### src/rtl/ex_mem_reg.sv
// EX/MEM pipeline register for the 5-stage MIPS32 core.
// Forwards EX results to MEM and loops the madd/msub partial product back to EX during a stall.
module ex_mem_reg #(
  parameter int REG_W   = 32,
  parameter int ADDR_W  = 5,
  parameter int STALL_W = 6
) (
  input  logic                 clk,
  input  logic                 rst,
  input  logic [STALL_W-1:0]   stall,
  input  logic                 flush,
  input  logic [ADDR_W-1:0]    ex_wd,
  input  logic                 ex_wreg,
  input  logic [REG_W-1:0]     ex_wdata,
  input  logic [REG_W-1:0]     ex_hi,
  input  logic [REG_W-1:0]     ex_lo,
  input  logic                 ex_whilo,
  input  logic [2*REG_W-1:0]   hilo_i,
  input  logic [1:0]           cnt_i,
  output logic [ADDR_W-1:0]    mem_wd,
  output logic                 mem_wreg,
  output logic [REG_W-1:0]     mem_wdata,
  output logic [REG_W-1:0]     mem_hi,
  output logic [REG_W-1:0]     mem_lo,
  output logic                 mem_whilo,
  output logic                 mem_valid,
  output logic [2*REG_W-1:0]   hilo_o,
  output logic [1:0]           cnt_o
);

  localparam int EX_BIT  = 3;
  localparam int MEM_BIT = 4;

  logic advance;
  logic bubble;
  logic unused_stall;

  // The illegal "MEM stalled, EX running" vector falls into advance on purpose.
  assign advance      = !stall[EX_BIT];
  assign bubble       = stall[EX_BIT] && !stall[MEM_BIT];
  assign unused_stall = ^{stall[STALL_W-1:MEM_BIT+1], stall[EX_BIT-1:0]};

  // EX -> MEM boundary
  always_ff @(posedge clk) begin
    if (!rst || flush) begin
      mem_wd    <= '0;
      mem_wreg  <= 1'b0;
      mem_wdata <= '0;
      mem_hi    <= '0;
      mem_lo    <= '0;
      mem_whilo <= 1'b0;
      mem_valid <= 1'b0;
      hilo_o    <= '0;
      cnt_o     <= 2'b00;
    end else if (advance) begin
      mem_wd    <= ex_wd;
      mem_wreg  <= ex_wreg;
      mem_wdata <= ex_wdata;
      mem_hi    <= ex_hi;
      mem_lo    <= ex_lo;
      mem_whilo <= ex_whilo;
      mem_valid <= 1'b1;
      hilo_o    <= '0;
      cnt_o     <= 2'b00;
    end else if (bubble) begin
      // MEM gets a bubble while EX keeps its first-cycle partial product.
      mem_wd    <= '0;
      mem_wreg  <= 1'b0;
      mem_wdata <= '0;
      mem_hi    <= '0;
      mem_lo    <= '0;
      mem_whilo <= 1'b0;
      mem_valid <= 1'b0;
      hilo_o    <= hilo_i;
      cnt_o     <= cnt_i;
    end
  end

endmodule

### config.mk
export PLATFORM = sky130hd
export DESIGN_NAME = ex_mem_reg
export DESIGN_NICKNAME = d
export VERILOG_FILES = /design/src/rtl/ex_mem_reg.sv
export SDC_FILE = /design/constraint.sdc
export NUM_CORES = 1
export LEC_CHECK = 0
export ABC_AREA = 1
export BUFFER_PORTS_ARGS = -buffer_cell sky130_fd_sc_hd__buf_2
export CORE_AREA = 5 5 131 133
export DETAILED_ROUTE_END_ITERATION = 10
export DIE_AREA = 0 0 136 138
export PLACE_DENSITY_LB_ADDON = 0.3
export SLEW_MARGIN = 20
export SYNTH_ARGS = -nofsm -noshare
export SYNTH_HDL_FRONTEND = slang
export SYNTH_SLANG_ARGS = --single-unit
### constraint.sdc
create_clock -name clk -period 1.12 [get_ports clk]
set_input_delay 0.224 -clock clk [delete_from_list [all_inputs] [get_ports clk]]
set_output_delay 0.224 -clock clk [all_outputs]
set_load 0.01 [all_outputs]
======== After elaboration in Yosys (flattened, before gate mapping) ========
Index checks and enable logic that the tools add are counted.
Widths: inputs -> output; s select.
operators by class
  eq/ne operators ......................... 1
  $lt $le $gt $ge ......................... 0
  divide/modulo/power cells ............... 0
  shift-type cells ........................ 0
  bitwise gates (word level) .............. 1
  multipliers ............................. 0
  add/sub/neg operators ................... 0
  reduce and logical (&&, ||, !) cells .... 5
  muxes and demuxes ....................... 10
operators by type and width
  cell                number
  $mux 32             4
  $mux 5              2
  $mux 1              4
  $logic_not 1->1     2
  $ne 2x1->1 const B  1
  $reduce_or 2->1     1
  $logic_and 1x1->1   1
  $logic_or 1x1->1    1
  $not 1->1           1
word-level totals
  flip-flop bits (word level) ............. 170
  bits in read-only memories .............. 0
  memories ................................ 0
  bits in latches ......................... 0
  output and inout bits ................... 170
  bits of input ports ..................... 178
  word-level logic and storage cells ...... 26
  bits in writable memories ............... 0

======== Longest topological paths before layout ========
Gate-level depths: netlist (run 1).
  depth in word-level cells ............... 4
  depth in mapped cells ................... 7
  gate-level depth less buffers ........... 4

======== Worst setup path after synthesis (run 1) ========
No wires, ideal clock.
  kind .................................... input-to-reg
  from .................................... input port stall[4]
  to ...................................... register mem_valid
  required time ........................... 992 ps
  stages on the path ...................... 5
  path buffers ............................ 3
  data arrival time ....................... 853 ps
  slack ................................... 139 ps
  library setup time ...................... 128 ps
  cells stage by stage .................... buf_4 > buf_4 > buf_2 > a21oi_1 > nor2_1
on the way
  longest elaborated chain between the ends .. 3
ends and longest elaborated chain
  what                  RTL line  RTL
  from (decl)           10        input logic [STALL_W-1:0] stall,
  $logic_not 1->1       40        assign bubble = stall[EX_BIT] && !stall[MEM_BIT];
  $logic_and 1x1->1     40
  $ne 2x1->1 (no line)  -
  to (signal assigned)  52        mem_valid <= 1'b0;
  to (signal assigned)  62        mem_valid <= 1'b1;
  to (signal assigned)  73        mem_valid <= 1'b0;
  to (decl)             26        output logic mem_valid,
No other way between the ends.
A chain may end at the register's enable or synchronous reset.

======== Final worst setup path (run 1) ========
  from .................................... register mem_lo[21]
  to ...................................... output port mem_lo[21]
RTL lines
  what                    RTL line  RTL
  from (decl)             24        output logic [REG_W-1:0] mem_lo,
  from (signal assigned)  60        mem_lo <= ex_lo;
No word-level cell between the ends.

==> run summary, run 1 <==
GLOBAL ROUTE
--------------------------------------------------------------------------------
Number of global-route vias before repair                                   6563
GRT Util Overall                                                          0.2250
Number of antenna violations at the first check in global routing              3
Wire length of the first global-routing pass                            34150 um
Largest net degree at the start of global routing                             75
Remaining Overflow, GRT                                                        0

LOGIC SYNTHESIS
--------------------------------------------------------------------------------
Cell count after synthesis                                                   891
Seq cells post-synth                                                         170
Post-Syn Nets                                                               1069
Number of warnings issued by yosys                                             0
Share of the yosys chip area belonging to registers                       0.5135
Yosys top cell area share                                                 0.5135
Total standard cell area after synthesis                            0.006628 sq mm
Average instance area after synthesis                                7.438 sq um
Cell variety after synth                                                      15
Top post-synthesis cells by area                                    dfxtp_1 (51%), nand3_1 (13%), nand2_1 (9.6%)
Most area-hungry cell type in the Yosys netlist                          dfxtp_1

TIMING
--------------------------------------------------------------------------------
RSZ-0062 raised after global routing                                        true
Hold Vio Cnt, Final                                                            0
Setup violation total in the final timing report                               0
Final cycle utilization of the critical path                              0.9919
Worst-margin pin slew                                                  0.3240 ns
Final period demand of the worst path                                   1.111 ns
Final worst clock skew                                                      0 ns
Achievable clock frequency                                            0.9002 GHz
Worst setup margin                                                   0.009127 ns
Slew HR                                                                   0.7840
Pins Over Slew Limit                                                           0

WORST SETUP PATH
--------------------------------------------------------------------------------
Worst path arrival time                                                  0.89 ns
Crit path max-delay cell type                                            dfxtp_2
Data required time at the worst endpoint                                 0.90 ns
Crit Reg-Reg Startpoint                                             mem_lo[25]$_SDFFE_PP0P_
Peak fanout along the critical path                                            2
Kind of start point of the critical path                               flip-flop
Family with the most delay on the worst path                          flip-flops
Cell Chain, Critical Path                                                  buf_6
Endpoint kind of the worst setup timing path                         output port
Crit path buffers/inverters                                                    1
Worst setup startpoint                                              mem_lo[21]$_SDFFE_PP0P_
Crit Path Category                                                  flip-flop to output port
Delay of the slowest cell on the worst path                              0.36 ns

LAYOUT
--------------------------------------------------------------------------------
Total area of multi-input combinational cells                       0.002522 sq mm
Post-Layout Cell Count                                                      1459
Final nets                                                                  1406
Layout cell share with drive strength beyond 1                            0.4811
Filler Cells Inserted                                                       1258
Seq. cell area                                                      0.003616 sq mm
Area Overhead vs Synth                                                    59.98%

FLOORPLAN
--------------------------------------------------------------------------------
I/O pin count                                                                348
Effective utilization at floorplan                                        0.4218
Width of the die                                                          136 um
Area of the core                                                    0.01571 sq mm
Die area                                                            0.01877 sq mm
Site Rows                                                                     46
Vert. Die Dim                                                             138 um

POWER AND IR DROP
--------------------------------------------------------------------------------
Leakage power                                                           4.914 nW
Net Sw Power                                                            3.508 mW
Sw Ratio                                                                  0.2545
Combinational group share of total power                                   0.126
Power density normalized to cell area                               1300 mW/mm^2
Fraction of power consumed by sequential logic                             0.459
Peak supply drop                                                       0.9603 mV
Internal power consumption                                              10.28 mW
Clock share of power                                                       0.416

CTS
--------------------------------------------------------------------------------
Cell at the root of the clock tree                                     clkbuf_16
CTS Hold Bufs                                                                  0
Clock tree sinks                                                             170
Clock buffer count from CTS                                                   17
H-tree levels                                                                  4
Insertion delay of the later-clocked pin in the worst-skew pair          0.42 ns
Clock tree from TritonCTS                                                  built
CTS clock-pin slew for the worst setup and hold paths                    0.07 ns
CTS max path bufs                                                              2

ROUTE
--------------------------------------------------------------------------------
Post-route antenna net violation count                                         0
Residual DRC count                                                             0
First-pass iteration count of the detailed router                              5
Vias per std cell                                                          4.822
Detailed-route via count                                                    7035
Routed wire length                                                      22620 um
Drt wl/cell                                                             15.50 um
Initial drt markers                                                          403

PLACEMENT
--------------------------------------------------------------------------------
Setup slack after placement                                          0.005935 ns
Total of buffers placed on input and output ports                            343
Gp weighted congestion                                                    0.8181
Post-DP HPWL                                                            15540 um
Total instance count after detailed placement                               1416

HOLD PATH
--------------------------------------------------------------------------------
Origin of the worst min-delay path                                      ex_hi[2]
Type of the worst min-delay path                                    input port to flip-flop

RUN STATUS
--------------------------------------------------------------------------------
Run status                                                          complete, no violations

FLOW RUN
--------------------------------------------------------------------------------
Number of max-capacitance violations reported                                  0

layer usage:
| metal | vias to the layer above | global-route usage | part of all wire |
|---|---|---|---|
| met5 | - | 0 | 0.00088 |
| met4 | 2 | 0.08966 | 0.027 |
| met3 | 41 | 0.09180 | 0.10 |
| met2 | 280 | 0.3797 | 0.50 |
| met1 | 3197 | 0.2510 | 0.37 |
| li1 | 3515 | - | - |
cell usage after synthesis:
library cell  instances
buf_6                 8
o21ai_0               1
nor2_1              132
inv_2                 3
nor2_2                1
buf_4                17
nand2_1             170
buf_2                34
a21oi_1             104
nand3_1             168
buf_1                 1
inv_1                67
clkbuf_1             14
dfxtp_1             170
nor2_4                1
layout by cell type, fill, tap and decap left out:
cell type,synthesis,routed
inv_2,3,3
inv_6,0,2
nor2_4,1,2
nor2_1,132,132
diode_2,0,2
clkbuf_1,14,2
bufinv_16,0,1
nand3_1,168,168
dfxtp_2,0,170
clkbuf_8,0,2
clkinv_4,0,3
clkinvlp_4,0,3
o21ai_0,1,1
inv_8,0,1
nand2_1,170,170
buf_6,8,164
buf_12,0,19
buf_4,17,32
inv_1,67,67
a21oi_1,104,104
clkbuf_16,0,17
buf_2,34,177
clkinv_2,0,1
power by group through the flow:
| stage | registers [mW] | clock network, mW | logic, mW |
|---|---|---|---|
| 4_1_cts | 6.31 | 5.86 | 1.67 |
| 2_1_floorplan | 6.47 | 0 | 0.734 |
| 3_3_place_gp | 6.39 | 0 | 1.54 |
| 5_1_grt | 6.34 | 6.14 | 1.89 |
| 3_5_place_dp | 6.39 | 0 | 1.54 |
| 6_report | 6.32 | 5.73 | 1.73 |
cells by family (layout without fill, tap and decap cells):
group / after synthesis / after routing / synth area share
simple gates: 472 / 472 / 0.3005
compound gates: 105 / 105 / 0.07929
flops: 170 / 170 / 0.5135
buf+inv: 144 / 494 / 0.1067
other cells: 0 / 2 / 0
area by class of cell:
cell class,count,area share
antenna,2,0.0004720
clock buffer,21,0.04343
clock inverter,11,0.01062
inverter,70,0.02478
multi-input combinational,577,0.2379
sequential,170,0.3410
tap,216,0.02549
timing repair buffer,392,0.3163
registers in the layout, summed over array words and instances, names as in the netlist:
| signal | flops |
|---|---|
| hilo_o | 64 |
| mem_hi | 32 |
| mem_lo | 32 |
| mem_wdata | 32 |
| mem_wd | 5 |
| cnt_o | 2 |
| mem_valid | 1 |
| mem_whilo | 1 |
| mem_wreg | 1 |
timing repair:
item / 4_1_cts / 5_1_grt
setup buffers: 1 / 8
endpoints found under the setup margin: 162 / 127
resized for setup: 290 / 62
hold endpoints to repair: 0 / 0
per-stage QoR:
stage	cell area [sq um]	utilization	hold slack, ns	TNS, ns	power, mW
finish	10600	0.6748	0.03369	0	13.79
global placement	8718	0.5549	0.4461	0	7.927
CTS	10210	0.6496	0.01117	-0.04006	13.83
global route	10600	0.6748	0.02731	-0.5053	14.37
floorplan	6628	-	0.3712	0	7.203
detailed placement	8718	0.5549	0.4519	0	7.939
path summary, 6_finish.rpt:
path                              to  slack (ns)  cells past startpoint
min reg2reg   mem_lo[5]$_SDFFE_PP0P_        0.46                      2
min           mem_hi[2]$_SDFFE_PP0P_        0.03                      3
max reg2reg  mem_lo[25]$_SDFFE_PP0P_        0.31                      4
max                       mem_lo[21]       0.009                      1
No activity file was read; power rests on OpenSTA's default activity.
==> run 2, diff against run 1 <==
--- a/config.mk
+++ b/config.mk
@@ -7,9 +7,10 @@
 export LEC_CHECK = 0
 export ABC_AREA = 1
 export BUFFER_PORTS_ARGS = -buffer_cell sky130_fd_sc_hd__buf_2
-export CORE_AREA = 5 5 131 133
+export CORE_ASPECT_RATIO = 0.9
+export CORE_MARGIN = 5
+export CORE_UTILIZATION = 35
 export DETAILED_ROUTE_END_ITERATION = 10
-export DIE_AREA = 0 0 136 138
 export PLACE_DENSITY_LB_ADDON = 0.3
 export SLEW_MARGIN = 20
 export SYNTH_ARGS = -nofsm -noshare
==> run 2 against run 1 <==
Against the previous run:
- routed wire length is 0.29% lower
- fmax hardly changed
- sequential power hardly changed
- core utilization decreased by 9.4 points
- via count fell by 0.20%
- cell area up 1.5%
- first-iteration DRC count down 31%
- cell count up 2.5%
- critical endpoint is now mem_wdata[15]
==> run summary, run 2 (synthesis results as in run 1) <==
ROUTE
--------------------------------------------------------------------------------
Drt wl/cell                                                             15.07 um   -2.8%
Initial drt markers                                                          277   -31%
Detailed-route via count                                                    7021   -0.20%
Residual DRC count                                                             0   unchanged
Routed wire length                                                      22550 um   -0.29%
First-pass iteration count of the detailed router                              5   unchanged
Vias per std cell                                                          4.693   -2.7%
Post-route antenna net violation count                                         0   unchanged

PLACEMENT
--------------------------------------------------------------------------------
Total instance count after detailed placement                               1454   +2.7%
Gp weighted congestion                                                    0.8312   +1.6%
Total of buffers placed on input and output ports                            343   unchanged
Post-DP HPWL                                                            15800 um   +1.7%

FLOORPLAN
--------------------------------------------------------------------------------
Die area                                                            0.02179 sq mm   +16%
Area of the core                                                    0.01852 sq mm   +18%
Width of the die                                                        155.1 um   +14%
Vert. Die Dim                                                           140.5 um   +1.8%
I/O pin count                                                                348   unchanged
Effective utilization at floorplan                                        0.3578   -0.06402
Site Rows                                                                     47   +2.2%

LAYOUT
--------------------------------------------------------------------------------
Most common cell after layout, fill and taps aside                         buf_2
Top register by number of flip-flops                                      hilo_o
Final nets                                                                  1416   +0.71%
Util after Layout                                                         0.5808   -0.09404
Count of antenna diodes in the layout                                          0   -2
Most frequent cells in the layout                                   buf_2 (172), nand2_1 (170), dfxtp_2 (170), buf_6 (169), nand3_1 (168)
Post-Layout Cell Count                                                      1496   +2.5%
Area Overhead vs Synth                                                    62.32%
Layout cell share with drive strength beyond 1                            0.4868   +0.005747
Number of flip-flops in the largest register                                  64   unchanged

WORST SETUP PATH
--------------------------------------------------------------------------------
Kind of start point of the critical path                               flip-flop
Crit Path Category                                                  flip-flop to output port
Cells on worst reg2reg path                                                    3   -1
Crit Reg-Reg Startpoint                                             mem_lo[0]$_SDFFE_PP0P_
Peak fanout along the critical path                                            2   unchanged
Capturing point of the worst reg2reg path                           mem_lo[0]$_SDFFE_PP0P_
Delay of the slowest cell on the worst path                              0.35 ns   about the same
Cell Chain, Critical Path                                                  buf_6
Worst path arrival time                                                  0.89 ns   about the same
Crit path buffers/inverters                                                    1   unchanged
Endpoint kind of the worst setup timing path                         output port
Worst-case register-to-register setup slack                              0.37 ns   +0.06 ns
Data required time at the worst endpoint                                 0.90 ns   about the same
Family with the most delay on the worst path                          flip-flops
Crit path max-delay cell type                                            dfxtp_2
Levels on crit path                                                            1   unchanged

CTS
--------------------------------------------------------------------------------
Clock tree sinks                                                             170   unchanged
CTS Hold Bufs                                                                  0   unchanged
Insertion delay of the later-clocked pin in the worst-skew pair          0.42 ns   about the same
H-tree levels                                                                  4   unchanged
Cell at the root of the clock tree                                     clkbuf_16
CTS clock-pin slew for the worst setup and hold paths                    0.07 ns   about the same
Clock tree from TritonCTS                                                  built
Clock buffer count from CTS                                                   17   unchanged
CTS max path bufs                                                              2   unchanged

FLOW RUN
--------------------------------------------------------------------------------
Number of max-capacitance violations reported                                  0   unchanged

GLOBAL ROUTE
--------------------------------------------------------------------------------
Number of global-route vias before repair                                   6652   +1.4%
GRT Util Overall                                                          0.1934   -0.03169
Remaining Overflow, GRT                                                        0   unchanged
Wire length of the first global-routing pass                            34310 um   +0.48%
Number of antenna violations at the first check in global routing              3   unchanged
Largest net degree at the start of global routing                             67   -11%

TIMING
--------------------------------------------------------------------------------
Setup violation total in the final timing report                               0   unchanged
Pins Over Slew Limit                                                           0   unchanged
Hold Vio Cnt, Final                                                            0   unchanged
Final period demand of the worst path                                   1.111 ns   +0.0001338 ns
Worst-margin pin slew                                                  0.3680 ns   +0.04403 ns
Slew HR                                                                   0.7546   -0.02936
Total Neg Setup Slack                                                       0 ns   unchanged
Final cycle utilization of the critical path                              0.9920   about the same
RSZ-0062 raised after global routing                                        true
Achievable clock frequency                                            0.9001 GHz   about the same
Final worst clock skew                                                      0 ns   unchanged

POWER AND IR DROP
--------------------------------------------------------------------------------
Leakage power                                                           4.991 nW   +1.6%
Peak supply drop                                                        1.237 mV   +29%
Power density normalized to cell area                               1342 mW/mm^2   +3.2%

HOLD PATH
--------------------------------------------------------------------------------
Origin of the worst min-delay path                                     ex_lo[18]
Hold Crit Endpoint                                                  mem_lo[18]$_SDFFE_PP0P_
Worst hold path cell count                                                     3   unchanged
Type of the worst min-delay path                                    input port to flip-flop

RUN STATUS
--------------------------------------------------------------------------------
Run status                                                          complete, no violations

[run 2: cell type report]
type                    instances  area, sq um
clock buffers                  18        439.2
repair buffers                402         3410
flip-flops and latches        170         3616
well taps                     245        306.5
fillers                      1659         7766
clock inverters                14        198.9
inverters                      70        265.3
multi-input cells             577         2522
[run 2: how the worst max path moves through the flow]
| stage | startpoint | to | slack (ns) |
|---|---|---|---|
| 2_1_floorplan | stall[4] | mem_valid$_SDFFE_PP0P_ | 0.14 |
| 3_3_place_gp | stall[3] | hilo_o[61]$_SDFFE_PP0P_ | -0.04 |
| 3_5_place_dp | stall[3] | hilo_o[61]$_SDFFE_PP0P_ | -0.07 |
| 4_1_cts | mem_wdata[10]$_SDFFE_PP0P_ | mem_wdata[10] | -0.006 |
| 5_1_grt | hilo_o[40]$_SDFFE_PP0P_ | hilo_o[40] | -0.03 |
| 6_report | mem_wdata[15]$_SDFFE_PP0P_ | mem_wdata[15] | 0.009 |
[run 2: metal layers]
metal,part of all wire,vias to the layer above,global-route usage
met5,0.0015,-,0
met4,0.026,6,0.06877
met3,0.098,42,0.08760
met2,0.48,282,0.3210
met1,0.40,3162,0.2198
li1,-,3529,-
[run 2: per-stage QoR]
step / worst slack [ns] / hold slack (ns) / power, mW / cell area [sq um]
finish: 0.008993 / 0.03242 / 14.44 / 10760
global route: -0.03084 / 0.01264 / 15.08 / 10760
CTS: -0.006476 / 0.01148 / 14.53 / 10340
detailed placement: -0.06930 / 0.4517 / 7.951 / 8775
global placement: -0.03601 / 0.4460 / 7.943 / 8775
floorplan: 0.1394 / 0.3712 / 7.203 / 6628
[run 2: power by group]
| group | switching, mW | total (mW) | internal, mW |
|---|---|---|---|
| sequential | 0.104 | 6.32 | 6.22 |
| clock | 2.71 | 6.38 | 3.68 |
| combinational | 0.885 | 1.73 | 0.848 |
| total | 3.70 | 14.4 | 10.7 |
[run 2: repair_timing]
action,CTS,global route
resized for setup,294,64
pin swaps,0,0
buffers inserted,0,10
setup endpoints to repair,166,155
==> run 3, diff against run 2 <==
--- a/config.mk
+++ b/config.mk
@@ -7,9 +7,11 @@
 export LEC_CHECK = 0
 export ABC_AREA = 1
 export BUFFER_PORTS_ARGS = -buffer_cell sky130_fd_sc_hd__buf_2
+export CELL_PAD_IN_SITES_DETAIL_PLACEMENT = 2
+export CELL_PAD_IN_SITES_GLOBAL_PLACEMENT = 2
 export CORE_ASPECT_RATIO = 0.9
 export CORE_MARGIN = 5
-export CORE_UTILIZATION = 35
+export CORE_UTILIZATION = 23
 export DETAILED_ROUTE_END_ITERATION = 10
 export PLACE_DENSITY_LB_ADDON = 0.3
 export SLEW_MARGIN = 20
==> run 3 against run 2 <==
Against the previous run:
- fmax fell by 2.1%
- sequential share of layout area fell by 1.7 points
- largest power group is now sequential cells
- the flow now finishes with violations (setup timing)
- clock-buffer cell count fell by 1
- die area rose by 48%
- worst setup slack got worse by 0.024 ns
- total power fell by 1.8%
- critical path depth did not move
- sequential power barely moved
- routed wire length rose by 35%
- core utilization fell by 19 points
- via count rose by 7.3%
- global-route usage fell by 1.0 points
==> run summary, run 3 (synthesis results as in run 1) <==
FLOORPLAN
--------------------------------------------------------------------------------
I/O pin count                                                                348   unchanged
Width of the die                                                        188.9 um   +22%
Site Rows                                                                     59   +26%
Vert. Die Dim                                                           171.0 um   +22%
Area of the core                                                    0.02864 sq mm   +55%
Die area                                                            0.03232 sq mm   +48%
Effective utilization at floorplan                                        0.2314   -0.1264

PLACEMENT
--------------------------------------------------------------------------------
Gp weighted congestion                                                    0.7678   -7.6%
Setup slack after placement                                          -0.04707 ns   +0.02223 ns
Total of buffers placed on input and output ports                            343   unchanged
Post-DP HPWL                                                            20030 um   +27%

LAYOUT
--------------------------------------------------------------------------------
Most common cell after layout, fill and taps aside                         buf_2
Layout cell share with drive strength beyond 1                            0.4756   -0.01125
Number of flip-flops in the largest register                                  64   unchanged
Area Overhead vs Synth                                                    70.98%
Final nets                                                                  1454   +2.7%
Top register by number of flip-flops                                      hilo_o
Most frequent cells in the layout                                   buf_2 (171), nand2_1 (170), buf_6 (170), dfxtp_2 (169), nand3_1 (168)

GLOBAL ROUTE
--------------------------------------------------------------------------------
Routing usage on met2                                                     0.3224   +0.001460
Wire length of the first global-routing pass                            46550 um   +36%
GRT Util Overall                                                          0.1831   -0.01028
Number of global-route vias before repair                                   8348   +25%
Remaining Overflow, GRT                                                        0   unchanged
Global-route track usage on met3                                         0.07630   -0.01130
Peak-usage layer in the global routing report                               met2
Number of antenna violations at the first check in global routing              7   +4
GR met1 Demand/Resource                                                   0.2026   -0.01716
Largest net degree at the start of global routing                             78   +16%

TIMING
--------------------------------------------------------------------------------
Worst setup margin                                                   -0.01496 ns   -0.02395 ns
Worst-margin pin slew                                                  0.3971 ns   +0.02912 ns
Worst hold slack after final layout                                   0.02718 ns   -0.005245 ns
Final worst clock skew                                                      0 ns   unchanged
Final period demand of the worst path                                   1.135 ns   +0.02395 ns
Hold Vio Cnt, Final                                                            0   unchanged
Pins Over Slew Limit                                                           0   unchanged
Setup violation total in the final timing report                               5   +5
Final cycle utilization of the critical path                               1.013   +0.02139
Slew HR                                                                   0.7352   -0.01941
Achievable clock frequency                                            0.8811 GHz   -2.1%
RSZ-0062 raised after global routing                                        true

WORST SETUP PATH
--------------------------------------------------------------------------------
Data required time at the worst endpoint                                 0.90 ns   about the same
Cell Chain, Critical Path                                                  buf_6
Worst path arrival time                                                  0.91 ns   +0.02 ns
Crit Path Category                                                  flip-flop to output port
Delay of the slowest cell on the worst path                              0.37 ns   +0.02 ns
Endpoint kind of the worst setup timing path                         output port
Peak fanout along the critical path                                            2   unchanged
Family with the most delay on the worst path                          flip-flops
Kind of start point of the critical path                               flip-flop
Crit path max-delay cell type                                            dfxtp_2
Crit path buffers/inverters                                                    1   unchanged

CTS
--------------------------------------------------------------------------------
Insertion delay of the later-clocked pin in the worst-skew pair          0.43 ns   about the same
Clock tree sinks                                                             170   unchanged
H-tree levels                                                                  4   unchanged
Clock buffer count from CTS                                                   17   unchanged
Cell at the root of the clock tree                                     clkbuf_16
CTS clock-pin slew for the worst setup and hold paths                    0.08 ns   about the same
CTS max path bufs                                                              2   unchanged
Clock tree from TritonCTS                                                  built

RUN STATUS
--------------------------------------------------------------------------------
Violated checks                                                     setup timing
Run status                                                          finished, violations left

ROUTE
--------------------------------------------------------------------------------
Initial drt markers                                                          197   -29%
Residual DRC count                                                             0   unchanged
First-pass iteration count of the detailed router                              5   unchanged
Post-route antenna net violation count                                         0   unchanged
Drt wl/cell                                                             18.35 um   +22%
Routed wire length                                                      30430 um   +35%
Detailed-route via count                                                    7534   +7.3%
Vias per std cell                                                          4.544   -3.2%

POWER AND IR DROP
--------------------------------------------------------------------------------
Leakage power                                                           5.165 nW   +3.5%
Power density normalized to cell area                               1251 mW/mm^2   -6.8%
Peak supply drop                                                       0.9190 mV   -26%

HOLD PATH
--------------------------------------------------------------------------------
Type of the worst min-delay path                                    input port to flip-flop

FLOW RUN
--------------------------------------------------------------------------------
Number of max-capacitance violations reported                                  0   unchanged

## run 3: changes by cell type in the layout (fill, tap and decap cells not counted), moves of 2 or more
| cell | change |
|---|---|
| bufinv_16 | -3 |
| dlygate4sd3_1 | +34 |
| diode_2 | +3 |
| clkinv_4 | -2 |
| inv_8 | +2 |
| clkinvlp_4 | +2 |
| buf_4 | -4 |
| buf_12 | +8 |
## run 3: worst paths after layout
path                             startpoint                 endpoint  slack (ns)  cells past startpoint
setup reg to reg    mem_hi[12]$_SDFFE_PP0P_  mem_hi[12]$_SDFFE_PP0P_        0.26                      4
hold / removal                     ex_lo[8]   mem_lo[8]$_SDFFE_PP0P_        0.03                      3
setup / recovery  mem_wdata[9]$_SDFFE_PP0P_             mem_wdata[9]       -0.01                      1
hold reg to reg      mem_hi[2]$_SDFFE_PP0P_   mem_hi[2]$_SDFFE_PP0P_        0.47                      2
## run 3: power by group
group / internal [mW] / switching, mW
logic: 0.950 / 1.00
clock network: 2.98 / 2.92
registers: 6.21 / 0.111
## run 3: metrics by stage
stage / TNS [ns] / power, mW / util / instance area, sq um / std cells
6_report: -0.03722 / 14.17 / 0.3956 / 11330 / 1658
5_1_grt: -5.356 / 14.86 / 0.3956 / 11330 / 1658
4_1_cts: -3.310 / 14.46 / 0.3907 / 11190 / 1638
3_5_place_dp: -0.2617 / 8.055 / 0.3109 / 8905 / 1559
3_3_place_gp: -0.001662 / 8.026 / 0.3109 / 8905 / 1559
2_1_floorplan: 0 / 7.203 / - / 6628 / 891
## run 3: cell type report
class	count	area, sq um
Antenna cell	3	7.507
Clock buffer	17	425.4
Clock inverter	15	150.1
Fill cell	3255	17310
Inverter	70	264.0
Multi-Input combinational cell	577	2522
Sequential cell	170	3618
Tap cell	366	457.9
Timing Repair Buffer	440	3886
## run 3: per-layer routing
layer | up-vias | share of wire
li1 | 3602 | -
met1 | 3627 | 0.39
met2 | 252 | 0.50
met3 | 45 | 0.082
met4 | 8 | 0.020
met5 | - | 0.0022
## run 3: what timing repair did
item | 4_1_cts | 5_1_grt
cloned | 0 | 0
hold buffers | 33 | 1
buffers inserted | 14 | 16
hold endpoints to repair | 33 | 1
resized for setup | 371 | 1
pin swaps | 0 | 0
setup endpoints to repair | 170 | 170
